--- config.mk ---
export PLATFORM = sky130hd
export DESIGN_NAME = cpu_program_loader_flat
export DESIGN_NICKNAME = d
export VERILOG_FILES = /design/src/rtl/cpu_program_loader_pkg.sv /design/src/rtl/cpu_program_loader_if.sv /design/src/rtl/cpu_program_loader_retire_monitor.sv /design/src/rtl/cpu_program_loader.sv /design/src/flat_wrapper.sv
export SDC_FILE = /design/constraint.sdc
export NUM_CORES = 1
export LEC_CHECK = 0
export CAP_MARGIN = 10
export CELL_PAD_IN_SITES_DETAIL_PLACEMENT = 1
export CELL_PAD_IN_SITES_GLOBAL_PLACEMENT = 1
export CORE_MARGIN = 2
export CORE_UTILIZATION = 48
export DETAILED_ROUTE_END_ITERATION = 10
export GPL_TIMING_DRIVEN = 0
export PLACE_DENSITY_LB_ADDON = 0.15
export SYNTH_ARGS = -nofsm -noshare
export SYNTH_HDL_FRONTEND = slang
export SYNTH_HIERARCHICAL = 1
export SYNTH_SLANG_ARGS = --single-unit
--- constraint.sdc ---
create_clock -name clk -period 4 [get_ports clk]
set_input_delay 0.4 -clock clk [delete_from_list [all_inputs] [get_ports clk]]
set_output_delay 0.4 -clock clk [all_outputs]
set_load 0.01 [all_outputs]
--- src/rtl/cpu_program_loader_pkg.sv ---
// rtl/cpu_program_loader_pkg.sv - state encoding and error codes for the cpu program loader
// LOADER_CHECKSUM_EN adds the CSUM state.
package cpu_loader_pkg;

    typedef enum logic [3:0] {
        S_IDLE,
        S_LEN_LO,
        S_DAT_HI,
        S_DAT_LO,
        S_WRITE,
`ifdef LOADER_CHECKSUM_EN
        S_CSUM,
`endif
        S_START,
        S_RUN,
        S_DONE,
        S_ERR
    } loader_state_t;

    localparam logic [1:0] ERR_NONE    = 2'b00;
    localparam logic [1:0] ERR_LEN     = 2'b01;
    localparam logic [1:0] ERR_TIMEOUT = 2'b10;
    localparam logic [1:0] ERR_CSUM    = 2'b11;

    // S_IDLE doubles as LEN_HI: the first byte is taken straight from idle.
    function automatic logic takes_byte(loader_state_t s);
        return (s == S_IDLE) || (s == S_LEN_LO) || (s == S_DAT_HI) || (s == S_DAT_LO)
`ifdef LOADER_CHECKSUM_EN
            || (s == S_CSUM)
`endif
            ;
    endfunction

endpackage

--- src/rtl/cpu_program_loader_if.sv ---
// rtl/cpu_program_loader_if.sv - byte stream, memory write and cpu handshake bundle
interface cpu_program_loader_if #(
    parameter int ADDR_W = 9,
    parameter int DATA_W = 16
);
    logic              in_valid;
    logic [7:0]        in_data;
    logic              in_ready;
    logic              mem_we;
    logic [ADDR_W-1:0] mem_addr;
    logic [DATA_W-1:0] mem_wdata;
    logic              cpu_start;
    logic              cpu_ready;

    modport master (
        input  in_valid, in_data, cpu_ready,
        output in_ready, mem_we, mem_addr, mem_wdata, cpu_start
    );

    modport slave (
        output in_valid, in_data, cpu_ready,
        input  in_ready, mem_we, mem_addr, mem_wdata, cpu_start
    );
endinterface

--- src/rtl/cpu_program_loader_retire_monitor.sv ---
// rtl/cpu_program_loader_retire_monitor.sv - cpu_ready edge counter with inter-edge timeout
module loader_retire_monitor #(
    parameter int ADDR_W      = 9,
    parameter int TIMEOUT_CYC = 1024
) (
    input  logic              clk,
    input  logic              reset,
    input  logic              arm,
    input  logic              run,
    input  logic              cpu_ready,
    input  logic [ADDR_W:0]   target,
    output logic [ADDR_W:0]   retired,
    output logic              hit,
    output logic              expired
);
    localparam int TW = $clog2(TIMEOUT_CYC + 1);
    localparam logic [TW-1:0]   TMO_MAX = TW'(TIMEOUT_CYC);
    localparam logic [TW-1:0]   T_ONE   = {{(TW-1){1'b0}}, 1'b1};
    localparam logic [ADDR_W:0] R_ONE   = {{ADDR_W{1'b0}}, 1'b1};

    logic          ready_q;
    logic [TW-1:0] tmo;
    logic          rise;

    // ready_q tracks cpu_ready every cycle, so a level already high at arm never counts.
    assign rise    = cpu_ready & ~ready_q;
    assign hit     = (retired == target);
    assign expired = (tmo == TMO_MAX);

    always_ff @(posedge clk or negedge reset) begin
        if (!reset) begin
            ready_q <= 1'b0;
            retired <= '0;
            tmo     <= '0;
        end else begin
            ready_q <= cpu_ready;
            if (arm) begin
                retired <= '0;
                tmo     <= '0;
            end else if (run) begin
                if (rise) begin
                    tmo <= '0;
                    if (retired != target)
                        retired <= retired + R_ONE;
                end else if (!expired) begin
                    tmo <= tmo + T_ONE;
                end
            end
        end
    end
endmodule

--- src/rtl/cpu_program_loader.sv ---
// rtl/cpu_program_loader.sv - boots a length-prefixed program image into cpu memory, starts the cpu, tracks retirement
// Optional LOADER_CHECKSUM_EN: trailing XOR checksum byte is verified before cpu_start.
module cpu_program_loader
    import cpu_loader_pkg::*;
#(
    parameter int ADDR_W      = 9,
    parameter int DATA_W      = 16,
    parameter int MAX_WORDS   = 256,
    parameter int TIMEOUT_CYC = 1024
) (
    input  logic                 clk,
    input  logic                 reset,
    input  logic                 clear,
    cpu_program_loader_if.master bus,
    output logic                 busy,
    output logic                 done,
    output logic                 error,
    output logic [1:0]           err_code,
    output logic [ADDR_W:0]      retired
);
    localparam logic [ADDR_W:0] K_ONE = {{ADDR_W{1'b0}}, 1'b1};

    loader_state_t   state;
    logic [7:0]      len_hi;
    logic [7:0]      hi_byte;
    logic [ADDR_W:0] n_words;
    logic [ADDR_W:0] k;
    logic [15:0]     len_word;
    logic            hit;
    logic            expired;

    assign len_word     = {len_hi, bus.in_data};
    assign bus.in_ready = takes_byte(state);
    assign busy         = !(state inside {S_IDLE, S_DONE, S_ERR});

    loader_retire_monitor #(
        .ADDR_W      (ADDR_W),
        .TIMEOUT_CYC (TIMEOUT_CYC)
    ) u_retire (
        .clk       (clk),
        .reset     (reset),
        .arm       (state == S_START),
        .run       (state == S_RUN),
        .cpu_ready (bus.cpu_ready),
        .target    (n_words),
        .retired   (retired),
        .hit       (hit),
        .expired   (expired)
    );

`ifdef LOADER_CHECKSUM_EN
    logic [7:0] csum;

    // Running XOR of every accepted stream byte; restarts with the first length byte.
    always_ff @(posedge clk or negedge reset) begin
        if (!reset)
            csum <= '0;
        else if (bus.in_valid && state == S_IDLE)
            csum <= bus.in_data;
        else if (bus.in_valid && bus.in_ready && state != S_CSUM)
            csum <= csum ^ bus.in_data;
    end
`endif

    always_ff @(posedge clk or negedge reset) begin
        if (!reset) begin
            state         <= S_IDLE;
            len_hi        <= '0;
            hi_byte       <= '0;
            n_words       <= '0;
            k             <= '0;
            bus.mem_we    <= 1'b0;
            bus.mem_addr  <= '0;
            bus.mem_wdata <= '0;
            bus.cpu_start <= 1'b0;
            done          <= 1'b0;
            error         <= 1'b0;
            err_code      <= ERR_NONE;
        end else begin
            bus.mem_we    <= 1'b0;
            bus.cpu_start <= 1'b0;
            case (state)
                S_IDLE: if (bus.in_valid) begin
                    len_hi <= bus.in_data;
                    state  <= S_LEN_LO;
                end
                S_LEN_LO: if (bus.in_valid) begin
                    if (len_word == 16'd0 || len_word > 16'(MAX_WORDS)) begin
                        error    <= 1'b1;
                        err_code <= ERR_LEN;
                        state    <= S_ERR;
                    end else begin
                        n_words <= len_word[ADDR_W:0];
                        k       <= '0;
                        state   <= S_DAT_HI;
                    end
                end
                S_DAT_HI: if (bus.in_valid) begin
                    hi_byte <= bus.in_data;
                    state   <= S_DAT_LO;
                end
                // Strobe is launched here so mem_we is high for exactly the WRITE cycle.
                S_DAT_LO: if (bus.in_valid) begin
                    bus.mem_we    <= 1'b1;
                    bus.mem_addr  <= k[ADDR_W-1:0];
                    bus.mem_wdata <= DATA_W'({hi_byte, bus.in_data});
                    state         <= S_WRITE;
                end
                S_WRITE: begin
                    if ((k + K_ONE) == n_words) begin
`ifdef LOADER_CHECKSUM_EN
                        state <= S_CSUM;
`else
                        bus.cpu_start <= 1'b1;
                        state         <= S_START;
`endif
                    end else begin
                        k     <= k + K_ONE;
                        state <= S_DAT_HI;
                    end
                end
`ifdef LOADER_CHECKSUM_EN
                S_CSUM: if (bus.in_valid) begin
                    if (bus.in_data == csum) begin
                        bus.cpu_start <= 1'b1;
                        state         <= S_START;
                    end else begin
                        error    <= 1'b1;
                        err_code <= ERR_CSUM;
                        state    <= S_ERR;
                    end
                end
`endif
                S_START: state <= S_RUN;
                S_RUN: begin
                    if (hit) begin
                        done  <= 1'b1;
                        state <= S_DONE;
                    end else if (expired) begin
                        error    <= 1'b1;
                        err_code <= ERR_TIMEOUT;
                        state    <= S_ERR;
                    end
                end
                S_DONE, S_ERR: if (clear) begin
                    done     <= 1'b0;
                    error    <= 1'b0;
                    err_code <= ERR_NONE;
                    state    <= S_IDLE;
                end
                default: state <= S_IDLE;
            endcase
        end
    end
endmodule

--- src/flat_wrapper.sv ---
// flat-port wrapper written by rule: the top's interface ports become plain ports
module cpu_program_loader_flat import cpu_loader_pkg::*;
#(
    parameter int ADDR_W      = 9,
    parameter int DATA_W      = 16,
    parameter int MAX_WORDS   = 256,
    parameter int TIMEOUT_CYC = 1024
)
  (clk, reset, clear, busy, done, error, err_code, retired, bus_in_valid, bus_in_data, bus_cpu_ready, bus_in_ready, bus_mem_we, bus_mem_addr, bus_mem_wdata, bus_cpu_start);
  cpu_program_loader_if #(.ADDR_W(ADDR_W), .DATA_W(DATA_W)) bus_i ();
  input  logic clk;
  input  logic reset;
  input  logic clear;
  output logic busy;
  output logic done;
  output logic error;
  output logic [1:0] err_code;
  output logic [ADDR_W:0] retired;
  input wire logic [$bits(bus_i.in_valid)-1:0] bus_in_valid;
  input wire logic [$bits(bus_i.in_data)-1:0] bus_in_data;
  input wire logic [$bits(bus_i.cpu_ready)-1:0] bus_cpu_ready;
  output wire logic [$bits(bus_i.in_ready)-1:0] bus_in_ready;
  output wire logic [$bits(bus_i.mem_we)-1:0] bus_mem_we;
  output wire logic [$bits(bus_i.mem_addr)-1:0] bus_mem_addr;
  output wire logic [$bits(bus_i.mem_wdata)-1:0] bus_mem_wdata;
  output wire logic [$bits(bus_i.cpu_start)-1:0] bus_cpu_start;
  assign bus_i.in_valid = bus_in_valid;
  assign bus_i.in_data = bus_in_data;
  assign bus_i.cpu_ready = bus_cpu_ready;
  assign bus_in_ready = bus_i.in_ready;
  assign bus_mem_we = bus_i.mem_we;
  assign bus_mem_addr = bus_i.mem_addr;
  assign bus_mem_wdata = bus_i.mem_wdata;
  assign bus_cpu_start = bus_i.cpu_start;
  cpu_program_loader #(.ADDR_W(ADDR_W), .DATA_W(DATA_W), .MAX_WORDS(MAX_WORDS), .TIMEOUT_CYC(TIMEOUT_CYC)) u_core (.clk(clk), .reset(reset), .clear(clear), .bus(bus_i), .busy(busy), .done(done), .error(error), .err_code(err_code), .retired(retired));
endmodule
==> results.py, run 1 <==
metrics = {
    "worst_setup_path": {
        "r2r_start": "u_core/u_retire/retired[6]",
        "r2r_cells": 10,
        "crit_family": "compound AO/OA/AOI/OAI gates",
        "crit_top_cell": "a22oi_1",
        "arrival_ps": 2960,
        "startpoint_type": "register",
        "crit_chain": "xnor2_1, nand4_1, nor4_4, buf_6, nor2_1, a22oi_1, o311ai_2, o22ai_1, a22oi_1, o211ai_1",
        "required_ps": 4290,
        "path_buf_inv": 1,
        "slowest_stage": "nor4_4",
        "end_kind": "register",
        "cp_slowest_stage_delay_ps": 520,
        "r2r_end": "u_core/state[2]",
        "criticalPathCategory": "register to register",
        "cp_max_fo": 14,
        "rrSetupSlack_ps": 1320,
    },
    "synthesis": {
        "yosysWarningCount": 6,
        "ys.flop_type": "dfrtp_1",
        "ys_async_sr_fraction": 1.00,
        "synth_cell_type_count": 73,
        "synth-edff-count": 0,
        "synth_cells": 469,
        "syn_nets": 486,
        "syn_area_mm2": 0.00500,
        "ys_seq_area_frac": 0.465,
        "synth_area_per_cell_um2": 10.7,
        "synth_seq_cells": 93,
    },
    "floorplan": {
        "io-pin-count": 56,
        "fp-row-count": 37,
        "die_w_um": 106,
        "die_h_um": 106,
        "dieArea_mm2": 0.0113,
        "start_util": 0.489,
        "core_mm2": 0.0102,
    },
    "route": {
        "top_layer_used": "met4",
        "avgViaCountPerCell": 5.79,
        "wl_met2_um": 6630,
        "first_pass_iters": 4,
        "route.vias.total": 3917,
        "routedWlPerCell_um": 19.7,
        "first_iter_violations": 163,
        "drcViolationCount": 0,
        "drt_wl_total_um": 13300,
        "ant_nets": 0,
        "wl_met3_um": 424,
        "met1Wirelength_um": 6140,
    },
    "cts": {
        "cts_resized": 0,
        "clock-sinks": 93,
        "cts_made_buffers": 9,
        "h-tree-depth": 3,
        "tritoncts": "built",
        "path_clk_slew_ps": 90,
        "worstSkewPairLatency_ps": 370,
        "clock_path_buffers": 2,
        "root_buffer": "clkbuf_8",
    },
    "timing": {
        "period_minus_slack_ps": 2680,
        "worst_pin_slew_ps": 659,
        "max-slew-margin-rel": 0.558,
        "holdWs_ps": 492,
        "min_period_over_period": 0.669,
        "rsz0062_at_grt": "false",
        "drv_slew": 0,
        "fin_skew_ps": 18.8,
        "finalSetupViolations": 0,
        "fmax_mhz": 373,
        "hold_viol_final": 0,
    },
    "hold_path": {
        "hp-class": "input port to async pin",
    },
    "layout": {
        "syn_to_final_growth_pct": 18.6,
        "drive_gt1_frac": 0.194,
        "fin_area_mm2": 0.00593,
        "layout.nets": 553,
        "nFillCells": 1113,
        "diodes": 0,
    },
    "status": {
        "status": "finished, final reports clean",
    },
    "power": {
        "p_leak_uw": 0.00250,
        "p_per_area_mw_per_mm2": 672,
        "peakVddDrop_mv": 0.447,
    },
    "place": {
        "dpl_cell_area_mm2": 0.00574,
        "portBuffers": 54,
        "place_hpwl_um": 9280,
        "place.gp.congestion": 0.888,
    },
    "grt": {
        "grt_pass1_wl_um": 22200,
        "grt_remaining_overflow": 0,
        "grt_use_total": 0.252,
        "antenna_found_initial": 0,
        "first_global_vias": 4189,
        "grt_max_degree": 69,
    },
    "job": {
        "drv_cap": 0,
    },
}
-- how the worst max path moves through the flow --
| stage | startpoint | end | depth (start not counted) |
|---|---|---|---|
| floorplan | u_core/u_retire/retired[2] | u_core/state[2] | 10 |
| global placement | reset | u_core/bus.mem_we | 1 |
| detailed placement | bus_in_data[5] | u_core/k[8] | 8 |
| CTS | u_core/u_retire/retired[6] | u_core/state[2] | 10 |
| global route | u_core/n_words[2] | u_core/state[1] | 10 |
| finish | u_core/u_retire/retired[6] | u_core/state[2] | 10 |
-- worst register-to-register path, cell delays in order (launching register included) --
cell and delay, ps:
dfrtp_1 460, xnor2_1 210, nand4_1 180, nor4_4 520, buf_6 240, nor2_1 70, a22oi_1 210, o311ai_2 240
o22ai_1 220, a22oi_1 80, o211ai_1 180
-- cell families after synthesis --
family,count (synthesis),synth area share
buffers and inverters,35,0.0375
muxes,54,0.121
and+or+nand+nor,182,0.214
AOI/OAI and AO/OA,75,0.106
xor gates and xnor gates,26,0.0455
DFF,93,0.465
adders and majority gates,4,0.0100
-- power by group --
group          switching (µW)  total (µW)  internal (µW)  leakage, µW
Combinational             988        1890            898      0.00120
Sequential                256        1490           1240      0.00120
Clock                     353         606            253    0.0000962
-- flip-flops by register name (all words and copies together), names as in the netlist, 2 cells and up --
| name | cells |
|---|---|
| u_core/bus.mem_wdata | 16 |
| u_core/u_retire/tmo | 11 |
| u_core/k | 10 |
| u_core/n_words | 10 |
| u_core/u_retire/retired | 10 |
| u_core/bus.mem_addr | 9 |
| u_core/hi_byte | 8 |
| u_core/len_hi | 8 |
| u_core/state | 4 |
| u_core/err_code | 2 |
-- layout make-up --
cell class	instances	area, µm²	share of cell area
plain buffers	26	154	0.0259
clock buffers	11	141	0.0238
clock inverters	5	42.5	0.00717
inverters	9	33.8	0.00570
multi-input cells	341	2490	0.419
flip-flops and latches	93	2330	0.392
well taps	136	170	0.0287
repair buffers	56	576	0.0970
-- cells in the mapped netlist (5+ instances only) --
cell | count | area share
nor3_1 | 15 | 0.015
mux2_2 | 52 | 0.12
xor2_1 | 8 | 0.014
nand2b_1 | 13 | 0.016
inv_1 | 8 | 0.0060
buf_6 | 5 | 0.011
nand3_1 | 24 | 0.024
nor2_1 | 25 | 0.019
nand2_1 | 31 | 0.023
nand4_1 | 18 | 0.023
o211ai_1 | 5 | 0.0075
clkbuf_1 | 10 | 0.0075
or4_1 | 5 | 0.0075
o21ai_0 | 8 | 0.0080
a21oi_1 | 18 | 0.018
o211a_1 | 7 | 0.014
o31ai_1 | 7 | 0.011
dfrtp_1 | 93 | 0.47
xnor2_1 | 18 | 0.032
buf_2 | 9 | 0.0090
-- placed cells by master, fill, tap and decap left out, types with 7 or more instances in the layout --
cell	n
clkbuf_8	10
dfrtp_1	93
nor2_1	25
clkbuf_1	11
clkdlybuf4s50_1	53
inv_1	8
buf_2	9
nand2_1	31
nor3_1	15
o211a_1	7
mux2_2	52
xor2_1	8
nand3_1	24
xnor2_1	18
o31ai_1	7
a21oi_1	18
nand2b_1	13
o21ai_0	8
nand4_1	18
-- metal layers --
| metal | track usage | vias to the layer above |
|---|---|---|
| met5 | 0 | - |
| met4 | 0.0733 | 0 |
| met3 | 0.0435 | 8 |
| met2 | 0.418 | 66 |
| met1 | 0.343 | 1996 |
| li1 | - | 1847 |
-- through the flow --
step / cells / power, µW / setup WS [ps] / utilization / setup TNS, ps
floorplan: 469 / 2690 / 1780 / - / 0
global placement: 659 / 3270 / -986 / 0.558 / -90730
detailed placement: 660 / 3370 / 1300 / 0.561 / 0
CTS: 677 / 4010 / 1320 / 0.580 / 0
global route: 677 / 4250 / 1110 / 0.580 / 0
finish: 677 / 3980 / 1320 / 0.580 / 0
-- what timing repair did --
action                    CTS  global route
hold endpoints to repair   25             0
setup buffers               0             0
hold buffers                1             0
Power figures use the tool's default switching activity.
==> run 2: changes to the inputs <==
CORE_UTILIZATION = 45   (was 48)
clock period = 2.5 ns   (was 4 ns; I/O delays follow)
==> results.py, run 2 (synthesized netlist as in run 1, its figures left out) <==
metrics = {
    "timing": {
        "finalSetupViolations": 0,
        "max-slew-margin-rel": 0.526,
        "drv_slew": 0,
        "period_minus_slack_ps": 2370,
        "hold_viol_final": 0,
        "min_period_over_period": 0.949,
        "rsz0062_at_grt": "false",
        "worst_pin_slew_ps": 707,
        "totalNegativeSetupSlack_ps": 0,
        "fin_skew_ps": 12.9,
        "fmax_mhz": 422,
        "fin_ws_ps": 128,
    },
    "layout": {
        "regMostFlops": "u_core/bus.mem_wdata",
        "syn_to_final_growth_pct": 20.2,
        "diodes": 0,
        "layout_common_cells": "dfrtp_1 (91), clkdlybuf4s50_1 (53), mux2_2 (52)",
        "fin_area_mm2": 0.00601,
        "drive_gt1_frac": 0.207,
        "final_common_cell": "dfrtp_1",
        "largestRegisters": "u_core/bus.mem_wdata: 16 flops, u_core/u_retire/tmo: 11 flops",
        "largest_reg_flops": 16,
        "layout.nets": 554,
    },
    "power": {
        "p_switching_uw": 2610,
        "intPower_uw": 4040,
        "p_per_area_mw_per_mm2": 1110,
        "p_sw_frac": 0.392,
        "clockPowerShare": 0.170,
        "pwr-share-seq": 0.360,
        "comb_power_share": 0.470,
        "peakVddDrop_mv": 0.572,
        "p_leak_uw": 0.00252,
    },
    "cts": {
        "root_buffer": "clkbuf_8",
        "worstSkewPairLatency_ps": 390,
        "cts_made_buffers": 9,
        "path_clk_slew_ps": 100,
        "h-tree-depth": 3,
        "clock-sinks": 93,
        "tritoncts": "built",
        "clock_path_buffers": 2,
    },
    "place": {
        "dpl_worst_slack_ps": -168,
        "portBuffers": 54,
        "place.gp.congestion": 0.913,
        "place_hpwl_um": 9430,
        "dpl_cell_area_mm2": 0.00574,
    },
    "floorplan": {
        "io-pin-count": 56,
        "start_util": 0.461,
        "die_h_um": 109,
        "fp-row-count": 38,
        "die_w_um": 109,
        "dieArea_mm2": 0.0120,
        "core_mm2": 0.0108,
    },
    "status": {
        "status": "finished, final reports clean",
    },
    "route": {
        "routedWlPerCell_um": 20.2,
        "first_iter_violations": 275,
        "drcViolationCount": 0,
        "route.vias.total": 3989,
        "drt_wl_total_um": 13700,
        "avgViaCountPerCell": 5.86,
        "ant_nets": 0,
        "first_pass_iters": 4,
    },
    "worst_setup_path": {
        "r2r_cells": 10,
        "end_kind": "register",
        "cp_max_fo": 14,
        "required_ps": 2800,
        "arrival_ps": 2670,
        "criticalPathCategory": "register to register",
        "startpoint_type": "register",
    },
    "grt": {
        "grt_use_total": 0.244,
        "first_global_vias": 4241,
        "antenna_found_initial": 0,
        "grt_max_degree": 71,
        "grt_pass1_wl_um": 22300,
        "grt_remaining_overflow": 0,
    },
    "hold_path": {
        "hp-class": "input port to async pin",
    },
    "job": {
        "drv_cap": 0,
    },
}
## run 2: area by class of cell
cell class | count | area [µm²]
clock inverter | 5 | 85.1
clock buffer | 10 | 128
timing repair buffer | 57 | 583
buffer | 26 | 156
sequential | 93 | 2330
inverter | 9 | 33.8
multi-input combinational | 341 | 2520
tap | 140 | 175
fill | 1186 | 4830
## run 2: power groups by stage
stage | logic (µW) | registers, µW | clock network, µW
floorplan | 1930 | 2370 | 0
global placement | 2880 | 2370 | 0
detailed placement | 2990 | 2410 | 0
CTS | 3060 | 2380 | 1160
global route | 3410 | 2460 | 1220
finish | 3120 | 2390 | 1130
## run 2: critical path, cell delays in order (launching register included)
cell,delay [ps]
dfrtp_1,490
xnor2_1,210
nand4_1,190
nor4_4,290
buf_6,200
nor2_1,70
a22oi_2,170
o311ai_4,180
o22ai_1,210
a22oi_1,90
o211ai_1,180
## run 2: path summary, 6_finish.rpt
path,from,slack (ps),to
min in group clk,bus_cpu_ready,340,u_core/u_retire/ready_q
min,reset,310,u_core/k[7]
max in group asynchronous,reset,1540,u_core/u_retire/tmo[3]
max reg2reg,u_core/n_words[5],130,u_core/state[2]
max,u_core/n_words[5],130,u_core/state[2]
min reg2reg,u_core/error,500,u_core/error
## run 2: metrics by stage
stage,hold slack [ps],std cells,util,total power [µW]
global route,335,681,0.554,7090
floorplan,-45.6,469,-,4300
global placement,476,663,0.527,5250
detailed placement,183,664,0.530,5390
finish,305,681,0.554,6650
CTS,303,681,0.551,6600
## run 2: layer usage
metal  routed length, µm  vias to the layer above  track usage
met5                   0                        -            0
met4                 216                        0       0.0877
met3                 503                       15       0.0362
met2                6830                       80        0.396
met1                6190                     2038        0.332
li1                    -                     1856            -
## run 2: repair_timing
item	4_1_cts	5_1_grt
hold buffers	1	0
hold endpoints to repair	23	0
gates resized for setup	0	11
setup buffers	1	0
setup endpoints to repair	3	21
pin swaps	1	0
cloned	0	0
==> RTL edit (settings of run 2) <==
Add a define of `LOADER_CHECKSUM_EN`.
--- a/src/rtl/cpu_program_loader_pkg.sv
+++ b/src/rtl/cpu_program_loader_pkg.sv
@@ -1,5 +1,7 @@
 // rtl/cpu_program_loader_pkg.sv - state encoding and error codes for the cpu program loader
 // LOADER_CHECKSUM_EN adds the CSUM state.
+`define LOADER_CHECKSUM_EN
+
 package cpu_loader_pkg;
 
     typedef enum logic [3:0] {
Formal check against the unedited RTL: not equivalent (Yosys sat finds a counterexample within 10 cycles, from zero or initial values and one cycle with reset low).
==> RTL edit against run 2 <==
Utilization rose by 1.4 points; cell area rose by 7.5%; clock power rose by 19%; sequential share of layout area rose by 0.54 points; area after synthesis rose by 4.2%; synthesized cell count rose by 10%; global-route usage fell by 0.49 points; wire length rose by 4.1%; count of clock-buffer cells in the layout fell by 1; worst setup slack got worse by 0.0097 ns; sequential cell count rose by 8; critical path depth did not move; power rose by 1.3%; critical endpoint unchanged.
==> RTL edit: results (changes against run 2) <==
- The leakage power summed over all cells came to 0.00277 uW (+9.7%).
* Port Buffers: 47 (-13%)
- The pin count of the biggest net entering global routing came to 67 (-5.6%).
- The worst-case clock skew came to 0.00758 ns (-0.00533 ns).
- The worst register-to-register path begins at u_core/u_retire/retired[5].
- Share of cell area taken by multi-input logic gates: 40.6% (-1.3 points)
- The multiplexer area fraction after synthesis was 10.5% (-1.6 points).
- The via count of the first global-routing pass is 4537 (+7.0%).
- Run status: completed
* Multi-input comb cells: 374 (+9.7%)
- Count of placed standard cells including taps: 707 (+6.5%)
- Number of nets in the synthesized netlist: 533 (+9.7%)
- The number of clock buffers in the layout came to 9 (-1).
* Routed length per placed instance: 19.4 um (-3.9%)
- Library cells used by synthesis: 58 (-21%)
- Proportion of power drawn by the clock network: 20.1% (+3.1 points)
- The clock transition at the register clock pins on the worst setup and hold paths after CTS was 0.07 ns (-0.03 ns).
- The relative area of non-clock buffer cells in the final design is 12.4% (+0.14 points).
* Total of fill cells in the finished design: 1262 (+6.4%)
- Share of the cycle needed by the critical path after routing: 95.3% (+0.39 points)
* Post-Synthesis Mean Instance Area: 10.1 um2 (-5.3%)
- Hold WC Path Type: primary input to flip-flop
- Sorting the synthesized cells by area gives the leading types as dfrtp_1 (48%), mux2_2 (8.9%), nand2_1 (4.2%).
* Resize count post-CTS: 20 (+20)
* Non-clock buffers: 95 (+14%)
- The count of flip-flops and latches is 101 (+8.6%).
* Cell area after placement: 5900 um2 (+2.7%)
- Combinational fraction of design power: 44.0% (-3.0 points)
- The worst ir drop on vdd is 0.647 mV (+13%).
- The aggregate global-route resource usage is 23.9% (-0.49 points).
* Worst Path Arrival: 2.66 ns (about the same)
- Skew-Pair Late Insertion Delay: 0.36 ns (-0.03 ns)
* Post-Synth XOR/XNOR Area: 6.05% (+1.5 points)
- The share of the yosys chip area belonging to registers came to 48.5% (+2.0 points).
- Wire length of the first global-routing pass: 23800 um (+6.9%)
- The internal cell power was 4240 uW (+4.8%).
* Post-placement setup slack: -0.484 ns (-0.316 ns)
- Routability Congestion: 0.813 (-11%)
- Cell at the root of the clock tree: clkbuf_16
- Ranked by instance count, the synthesized netlist is headed by dfrtp_1 (101), nand2_1 (58), mux2_2 (41), a21oi_1 (40), nor2_1 (28).
- The post-detailed-routing wire length is 14300 um (+4.1%).
## RTL edit: cell types whose count changed in the layout (fill, tap and decap cells not counted), sizes merged, moves of 8 or more
cell	before	now
dfrtp	93	101
nand2b	13	4
buf	19	28
a21oi	19	40
nor3	16	6
o21ai	10	27
clkbuf	20	29
nand2	31	58
## RTL edit: worst max-delay path, cell delays in order (launching register included)
cell and delay [ns]:
dfrtp_2 0.46, xnor2_1 0.17, nand4_1 0.15, nor4_4 0.29, buf_6 0.18, or4_4 0.14
o311ai_4 0.11, or3b_2 0.46, o21ai_0 0.09, a21oi_1 0.09, o211ai_1 0.16
## RTL edit: layer usage
layer  wire [um]  vias to the layer above  global-route usage (%)
met1        6280                     2188                    30.3
met4         210                        0                    6.67
met5           0                        -                       0
met2        7260                       78                    40.7
met3         550                       12                    6.10
li1            -                     1999                       -
